### src/rtl/queue_arbiter_ctrl_pkg.sv
// Shared constants and read-side state encoding for queue_arbiter_ctrl.
// Queue geometry is fixed by the attached 8-entry, 8-bit queue.
package queue_arb_pkg;
    localparam int DATA_W = 8;
    localparam int DEPTH  = 8;
    localparam int LEN_W  = 4;

    typedef enum logic [1:0] {
        S_IDLE,
        S_POP,
        S_CAPT,
        S_PRESENT
    } rd_state_t;
endpackage

### src/rtl/queue_arbiter_ctrl_if.sv
// Producer, queue and consumer signals of queue_arbiter_ctrl.
// slave is the controller side, master is the surrounding system.
interface queue_arbiter_ctrl_if
    import queue_arb_pkg::*;
#(
    parameter int NUM_REQ = 4
);
    logic [NUM_REQ-1:0]             req_in;
    logic [NUM_REQ-1:0][DATA_W-1:0] req_data_in;
    logic [NUM_REQ-1:0]             grant_out;
    logic [DATA_W-1:0]              q_data_out;
    logic                           q_enqueue_out;
    logic                           q_dequeue_out;
    logic [DATA_W-1:0]              q_data_in;
    logic [LEN_W-1:0]               q_len_in;
    logic [LEN_W-1:0]               occ_out;
    logic                           cons_valid_out;
    logic [DATA_W-1:0]              cons_data_out;
    logic                           cons_ack_in;

    modport slave (
        input  req_in, req_data_in, q_data_in, q_len_in, cons_ack_in,
        output grant_out, q_data_out, q_enqueue_out, q_dequeue_out,
        output occ_out, cons_valid_out, cons_data_out
    );

    modport master (
        output req_in, req_data_in, q_data_in, q_len_in, cons_ack_in,
        input  grant_out, q_data_out, q_enqueue_out, q_dequeue_out,
        input  occ_out, cons_valid_out, cons_data_out
    );
endinterface

### src/rtl/queue_arbiter_ctrl_rr_arbiter.sv
// Combinational round-robin pick: first set request after last_i,
// wrapping around; returns one-hot grant, its index and a valid flag.
module rr_arbiter #(
    parameter int NUM_REQ = 4,
    parameter int IDX_W   = 2
) (
    input  logic [NUM_REQ-1:0] req_i,
    input  logic [IDX_W-1:0]   last_i,
    output logic [NUM_REQ-1:0] gnt_o,
    output logic [IDX_W-1:0]   idx_o,
    output logic               vld_o
);
    int unsigned      pos;
    logic [IDX_W-1:0] cand;

    always_comb begin
        gnt_o = '0;
        idx_o = '0;
        vld_o = 1'b0;
        pos   = 0;
        cand  = '0;
        for (int i = 1; i <= NUM_REQ; i++) begin
            pos  = (int'(last_i) + i) % NUM_REQ;
            cand = IDX_W'(pos);
            if (!vld_o && req_i[cand]) begin
                vld_o       = 1'b1;
                gnt_o[cand] = 1'b1;
                idx_o       = cand;
            end
        end
    end
endmodule

### src/rtl/queue_arbiter_ctrl.sv
// Round-robin write arbiter and valid/ack read sequencer for an 8x8 queue.
// Optional QARB_STALL_CNT_EN adds stall_cnt_out and a queue-length check.
module queue_arbiter_ctrl
    import queue_arb_pkg::*;
#(
    parameter int NUM_REQ = 4
) (
    input  logic                 clk_10khz,
    input  logic                 reset,
    queue_arbiter_ctrl_if.slave  bus
`ifdef QARB_STALL_CNT_EN
    ,
    output logic [15:0]          stall_cnt_out
`endif
);
    localparam int IDX_W = (NUM_REQ > 1) ? $clog2(NUM_REQ) : 1;

    rd_state_t          state_q;
    logic [LEN_W-1:0]   occ_q, occ_d;
    logic [IDX_W-1:0]   rr_last_q;
    logic [NUM_REQ-1:0] grant_q;
    logic [DATA_W-1:0]  q_data_q;
    logic               enq_q;
    logic               deq_q;
    logic               valid_q;
    logic [DATA_W-1:0]  cons_data_q;

    logic [NUM_REQ-1:0] pick_gnt;
    logic [IDX_W-1:0]   pick_idx;
    logic               pick_vld;
    logic               can_grant;
    logic               pop_go;

    rr_arbiter #(
        .NUM_REQ (NUM_REQ),
        .IDX_W   (IDX_W)
    ) u_rr (
        .req_i  (bus.req_in),
        .last_i (rr_last_q),
        .gnt_o  (pick_gnt),
        .idx_o  (pick_idx),
        .vld_o  (pick_vld)
    );

    // occ already counts words granted this edge, so a full queue blocks at once
    assign can_grant = pick_vld && (occ_q < LEN_W'(DEPTH));
    assign pop_go    = (occ_q != '0) &&
                       ((state_q == S_IDLE) ||
                        ((state_q == S_PRESENT) && bus.cons_ack_in));
    assign occ_d     = occ_q + LEN_W'(can_grant) - LEN_W'(pop_go);

    always_ff @(posedge clk_10khz or posedge reset) begin
        if (reset) begin
            grant_q   <= '0;
            enq_q     <= 1'b0;
            q_data_q  <= '0;
            rr_last_q <= IDX_W'(NUM_REQ - 1);
            occ_q     <= '0;
        end else begin
            grant_q <= can_grant ? pick_gnt : '0;
            enq_q   <= can_grant;
            occ_q   <= occ_d;
            if (can_grant) begin
                q_data_q  <= bus.req_data_in[pick_idx];
                rr_last_q <= pick_idx;
            end
        end
    end

    always_ff @(posedge clk_10khz or posedge reset) begin
        if (reset) begin
            state_q     <= S_IDLE;
            deq_q       <= 1'b0;
            valid_q     <= 1'b0;
            cons_data_q <= '0;
        end else begin
            deq_q <= 1'b0;
            unique case (state_q)
                S_IDLE: begin
                    if (pop_go) begin
                        state_q <= S_POP;
                        deq_q   <= 1'b1;
                    end
                end
                S_POP: state_q <= S_CAPT;
                S_CAPT: begin
                    cons_data_q <= bus.q_data_in;
                    valid_q     <= 1'b1;
                    state_q     <= S_PRESENT;
                end
                S_PRESENT: begin
                    if (bus.cons_ack_in) begin
                        valid_q <= 1'b0;
                        if (pop_go) begin
                            state_q <= S_POP;
                            deq_q   <= 1'b1;
                        end else begin
                            state_q <= S_IDLE;
                        end
                    end
                end
                default: state_q <= S_IDLE;
            endcase
        end
    end

    assign bus.grant_out      = grant_q;
    assign bus.q_data_out     = q_data_q;
    assign bus.q_enqueue_out  = enq_q;
    assign bus.q_dequeue_out  = deq_q;
    assign bus.occ_out        = occ_q;
    assign bus.cons_valid_out = valid_q;
    assign bus.cons_data_out  = cons_data_q;

`ifdef QARB_STALL_CNT_EN
    logic [15:0] stall_q;

    always_ff @(posedge clk_10khz or posedge reset) begin
        if (reset) begin
            stall_q <= '0;
        end else if ((|bus.req_in) && (occ_q == LEN_W'(DEPTH)) &&
                     (stall_q != 16'hFFFF)) begin
            stall_q <= stall_q + 16'd1;
        end
    end

    assign stall_cnt_out = stall_q;

    // queue length lags occ by one edge
    a_len_tracks_occ: assert property (
        @(posedge clk_10khz) disable iff (reset)
        (enq_q || deq_q) |=> (bus.q_len_in == $past(occ_q))
    );
`else
    logic len_unused;
    assign len_unused = ^bus.q_len_in;
`endif
endmodule

### src/flat_wrapper.sv
// flat-port wrapper written by rule: the top's interface ports become plain ports
module queue_arbiter_ctrl_flat import queue_arb_pkg::*;
#(
    parameter int NUM_REQ = 4
)
  (clk_10khz, reset, bus_req_in, bus_req_data_in, bus_q_data_in, bus_q_len_in, bus_cons_ack_in, bus_grant_out, bus_q_data_out, bus_q_enqueue_out, bus_q_dequeue_out, bus_occ_out, bus_cons_valid_out, bus_cons_data_out);
  queue_arbiter_ctrl_if #(.NUM_REQ(NUM_REQ)) bus_i ();
  input  logic clk_10khz;
  input  logic reset;
  input wire logic [$bits(bus_i.req_in)-1:0] bus_req_in;
  input wire logic [$bits(bus_i.req_data_in)-1:0] bus_req_data_in;
  input wire logic [$bits(bus_i.q_data_in)-1:0] bus_q_data_in;
  input wire logic [$bits(bus_i.q_len_in)-1:0] bus_q_len_in;
  input wire logic [$bits(bus_i.cons_ack_in)-1:0] bus_cons_ack_in;
  output wire logic [$bits(bus_i.grant_out)-1:0] bus_grant_out;
  output wire logic [$bits(bus_i.q_data_out)-1:0] bus_q_data_out;
  output wire logic [$bits(bus_i.q_enqueue_out)-1:0] bus_q_enqueue_out;
  output wire logic [$bits(bus_i.q_dequeue_out)-1:0] bus_q_dequeue_out;
  output wire logic [$bits(bus_i.occ_out)-1:0] bus_occ_out;
  output wire logic [$bits(bus_i.cons_valid_out)-1:0] bus_cons_valid_out;
  output wire logic [$bits(bus_i.cons_data_out)-1:0] bus_cons_data_out;
  assign bus_i.req_in = bus_req_in;
  assign bus_i.req_data_in = bus_req_data_in;
  assign bus_i.q_data_in = bus_q_data_in;
  assign bus_i.q_len_in = bus_q_len_in;
  assign bus_i.cons_ack_in = bus_cons_ack_in;
  assign bus_grant_out = bus_i.grant_out;
  assign bus_q_data_out = bus_i.q_data_out;
  assign bus_q_enqueue_out = bus_i.q_enqueue_out;
  assign bus_q_dequeue_out = bus_i.q_dequeue_out;
  assign bus_occ_out = bus_i.occ_out;
  assign bus_cons_valid_out = bus_i.cons_valid_out;
  assign bus_cons_data_out = bus_i.cons_data_out;
  queue_arbiter_ctrl #(.NUM_REQ(NUM_REQ)) u_core (.clk_10khz(clk_10khz), .reset(reset), .bus(bus_i));
endmodule
### config.mk
export PLATFORM = sky130hd
export DESIGN_NAME = queue_arbiter_ctrl_flat
export DESIGN_NICKNAME = d
export VERILOG_FILES = /design/src/rtl/queue_arbiter_ctrl_pkg.sv /design/src/rtl/queue_arbiter_ctrl_if.sv /design/src/rtl/queue_arbiter_ctrl_rr_arbiter.sv /design/src/rtl/queue_arbiter_ctrl.sv /design/src/flat_wrapper.sv
export SDC_FILE = /design/constraint.sdc
export NUM_CORES = 1
export LEC_CHECK = 0
export ABC_CLOCK_PERIOD_IN_PS = 4400
export BUFFER_PORTS_ARGS = -buffer_cell sky130_fd_sc_hd__buf_2
export CORE_MARGIN = 2
export CORE_UTILIZATION = 49
export DETAILED_ROUTE_END_ITERATION = 10
export PLACE_DENSITY_LB_ADDON = 0.15
export SLEW_MARGIN = 15
export SYNTH_ARGS = -nofsm -noshare
export SYNTH_HDL_FRONTEND = slang
export SYNTH_SLANG_ARGS = --single-unit
### constraint.sdc
create_clock -name clk_10khz -period 4.4 [get_ports clk_10khz]
set_clock_uncertainty 0.1 [all_clocks]
set_input_delay 0.44 -clock clk_10khz [delete_from_list [all_inputs] [get_ports clk_10khz]]
set_output_delay 0.44 -clock clk_10khz [all_outputs]
set_load 0.05 [all_outputs]
==> results.py <==
metrics = {
    "run_status": {
        "status": "finished, final reports clean",
    },
    "cts": {
        "clk_pin_slew_worst_paths_ps": 60,
        "cts_buffer_depth": 2,
        "cts.sinks": 31,
        "cts_hold_buf": 0,
        "ctsRootBufferMaster": "clkbuf_8",
        "post-cts-setup-buffers": 0,
        "tritoncts": "done",
        "insertion_delay_ps": 280,
        "cts_max_level": 2,
        "cts_buffers": 5,
        "cts_resized": 0,
    },
    "yosys": {
        "yosys.area.top_type_share_pct": 36.5,
        "syn_nets": 244,
        "yosys-top-cells-count": "dfrtp_1, mux2_2, ha_1",
        "synthTopCellsByArea": "dfrtp_1, mux2_2, ha_1",
        "yosysSeqAreaShare_pct": 39.1,
        "yosys_most_used_dff": "dfrtp_1",
        "syn_area_per_cell_um2": 11.4,
        "synthArstFlopShare_pct": 100,
        "yosys.area.top_type": "dfrtp_1",
        "yosysWarnings": 0,
        "syn_area_um2": 1990,
        "ys_types": 38,
        "synth-edff-count": 0,
        "synth_most_common_cell": "dfrtp_1",
        "ys_ff_latch": 31,
        "synth_cells": 175,
    },
    "global_route": {
        "grt_usage_pct": 17.6,
        "grt_max_degree": 32,
        "grt_pass1_vias": 1388,
        "grt_antenna_before_repair": 0,
        "grt_pass1_wl_mm": 6.03,
        "overflow": 0,
    },
    "setup_path": {
        "critical_path_class": "flip-flop to flip-flop",
        "arrival_ps": 3660,
        "ff2ff_path_depth": 8,
        "cp-end-kind": "flip-flop",
        "cp-start-kind": "flip-flop",
        "crit_required_ps": 4450,
        "crit_path_max_fanout": 15,
    },
    "die": {
        "core_area_um2": 3940,
        "row_count": 23,
        "die_area_um2": 4590,
        "pin_count": 78,
        "die_w_um": 67.7,
        "start_util_pct": 50.5,
        "die-height_um": 67.7,
    },
    "route": {
        "drtIter0Drc": 99,
        "drt-pass1-iter-count": 4,
        "ant_nets": 0,
        "avgRoutedWirePerCell_um": 13.1,
        "drcViolationCount": 0,
        "totalWireLength_mm": 3.97,
        "via_per_inst": 5.28,
        "vias": 1606,
    },
    "job": {
        "drv_cap": 0,
    },
    "placed_design": {
        "pre_cts_ws_ps": 772,
        "port_buffers": 73,
        "place_congestion": 0.802,
        "hpwlAfterDp_mm": 3.14,
    },
    "cells_and_area": {
        "layout-drive-gt1-share_pct": 44.9,
        "layout.nets": 322,
        "diodes": 0,
        "area_growth_pct": 26.8,
    },
    "timing": {
        "setup_ws_ps": 797,
        "hold_violations": 0,
        "finalCritPeriodShare_pct": 81.9,
        "slew_viol_final": 0,
        "fin_setup_tns_ps": 0,
        "fmax_mhz": 278,
        "finalCriticalPeriod_ps": 3600,
        "slew_headroom_pct": 42.8,
        "finalSetupViolations": 0,
        "worst_pin_slew_ps": 857,
        "grt_setup_unrepaired": "no",
    },
    "min_path": {
        "hp-class": "primary input to asynchronous set/reset pin",
    },
}
## per-layer routing
layer	wire length, µm	global-route usage, %
met1	1670	21.5
met3	205	3.83
met5	0	0
met4	48	8.42
met2	2050	29.2
## state kept, by name, indices dropped and copies added (netlist names)
register                   count
u_core.bus.q_enqueue_out       1
u_core.state_q                 2
u_core.bus.grant_out           4
u_core.bus.q_dequeue_out       1
u_core.bus.cons_valid_out      1
u_core.bus.q_data_out          8
u_core.bus.occ_out             4
u_core.rr_last_q               2
u_core.bus.cons_data_out       8
## cell families (layout without fill, tap and decap cells)
family	count (synthesis)	count (layout)	share of synthesized area [%]
AOI/OAI and AO/OA	44	44	16.5
muxes	33	33	20.5
DFF	31	31	39.1
and+or+nand+nor	25	25	6.16
buffers and inverters	21	100	4.78
adders and majority gates	18	18	11.7
xor gates and xnor gates	3	3	1.32
## final timing paths
path                                              from                          end  slack, ps
max                                u_core.rr_last_q[0]     u_core.bus.q_data_out[2]        800
min reg2reg                u_core.bus.cons_data_out[2]  u_core.bus.cons_data_out[2]        400
max reg2reg                        u_core.rr_last_q[0]     u_core.bus.q_data_out[2]        800
max in group asynchronous                        reset          u_core.rr_last_q[1]       3750
min in group clk_10khz                 bus_cons_ack_in    u_core.bus.cons_valid_out        260
min                                              reset            u_core.state_q[0]        130
## area by class of cell
cell class                 count  area (µm²)
clock inverter                 2        35.0
tap                           50        62.6
multi-input combinational    123        1120
clock buffer                   6        82.6
sequential                    31         778
inverter                      16        60.1
timing repair buffer          76         388
fill                         343        1420
## placed cells by master, fill, tap and decap left out, types with 2 or more instances in the layout
cell / n
clkbuf_8: 6
nor2_1: 10
o21ai_1: 8
xnor2_1: 2
nor3_1: 3
inv_1: 15
ha_1: 17
mux2i_1: 10
a22oi_1: 12
nor2b_1: 3
a221oi_1: 4
buf_2: 73
o21ai_0: 5
mux4_2: 3
nand2_1: 3
dfstp_2: 2
mux2_2: 19
buf_4: 3
a21oi_1: 7
dfrtp_1: 29
## stage by stage
stage	area (µm²)	utilization, %	hold slack [ps]	cells
3_3_place_gp	2410	61.0	385	296
6_report	2520	64.0	131	304
2_1_floorplan	1990	-	385	175
4_1_cts	2520	64.0	140	304
5_1_grt	2520	64.0	165	304
3_5_place_dp	2410	61.0	391	296
## critical path: stages, from the launching register on
cell and delay, ps:
dfstp_2 730, inv_1 230, ha_1 430, mux4_1 430, nor2b_1 150, o311ai_4 730
mux2_2 420, a22oi_1 150, o21ai_1 90
Power is left out: the tool's default activity adds up to more than one toggle a clock period on the data nets, which glitch-free logic cannot reach.
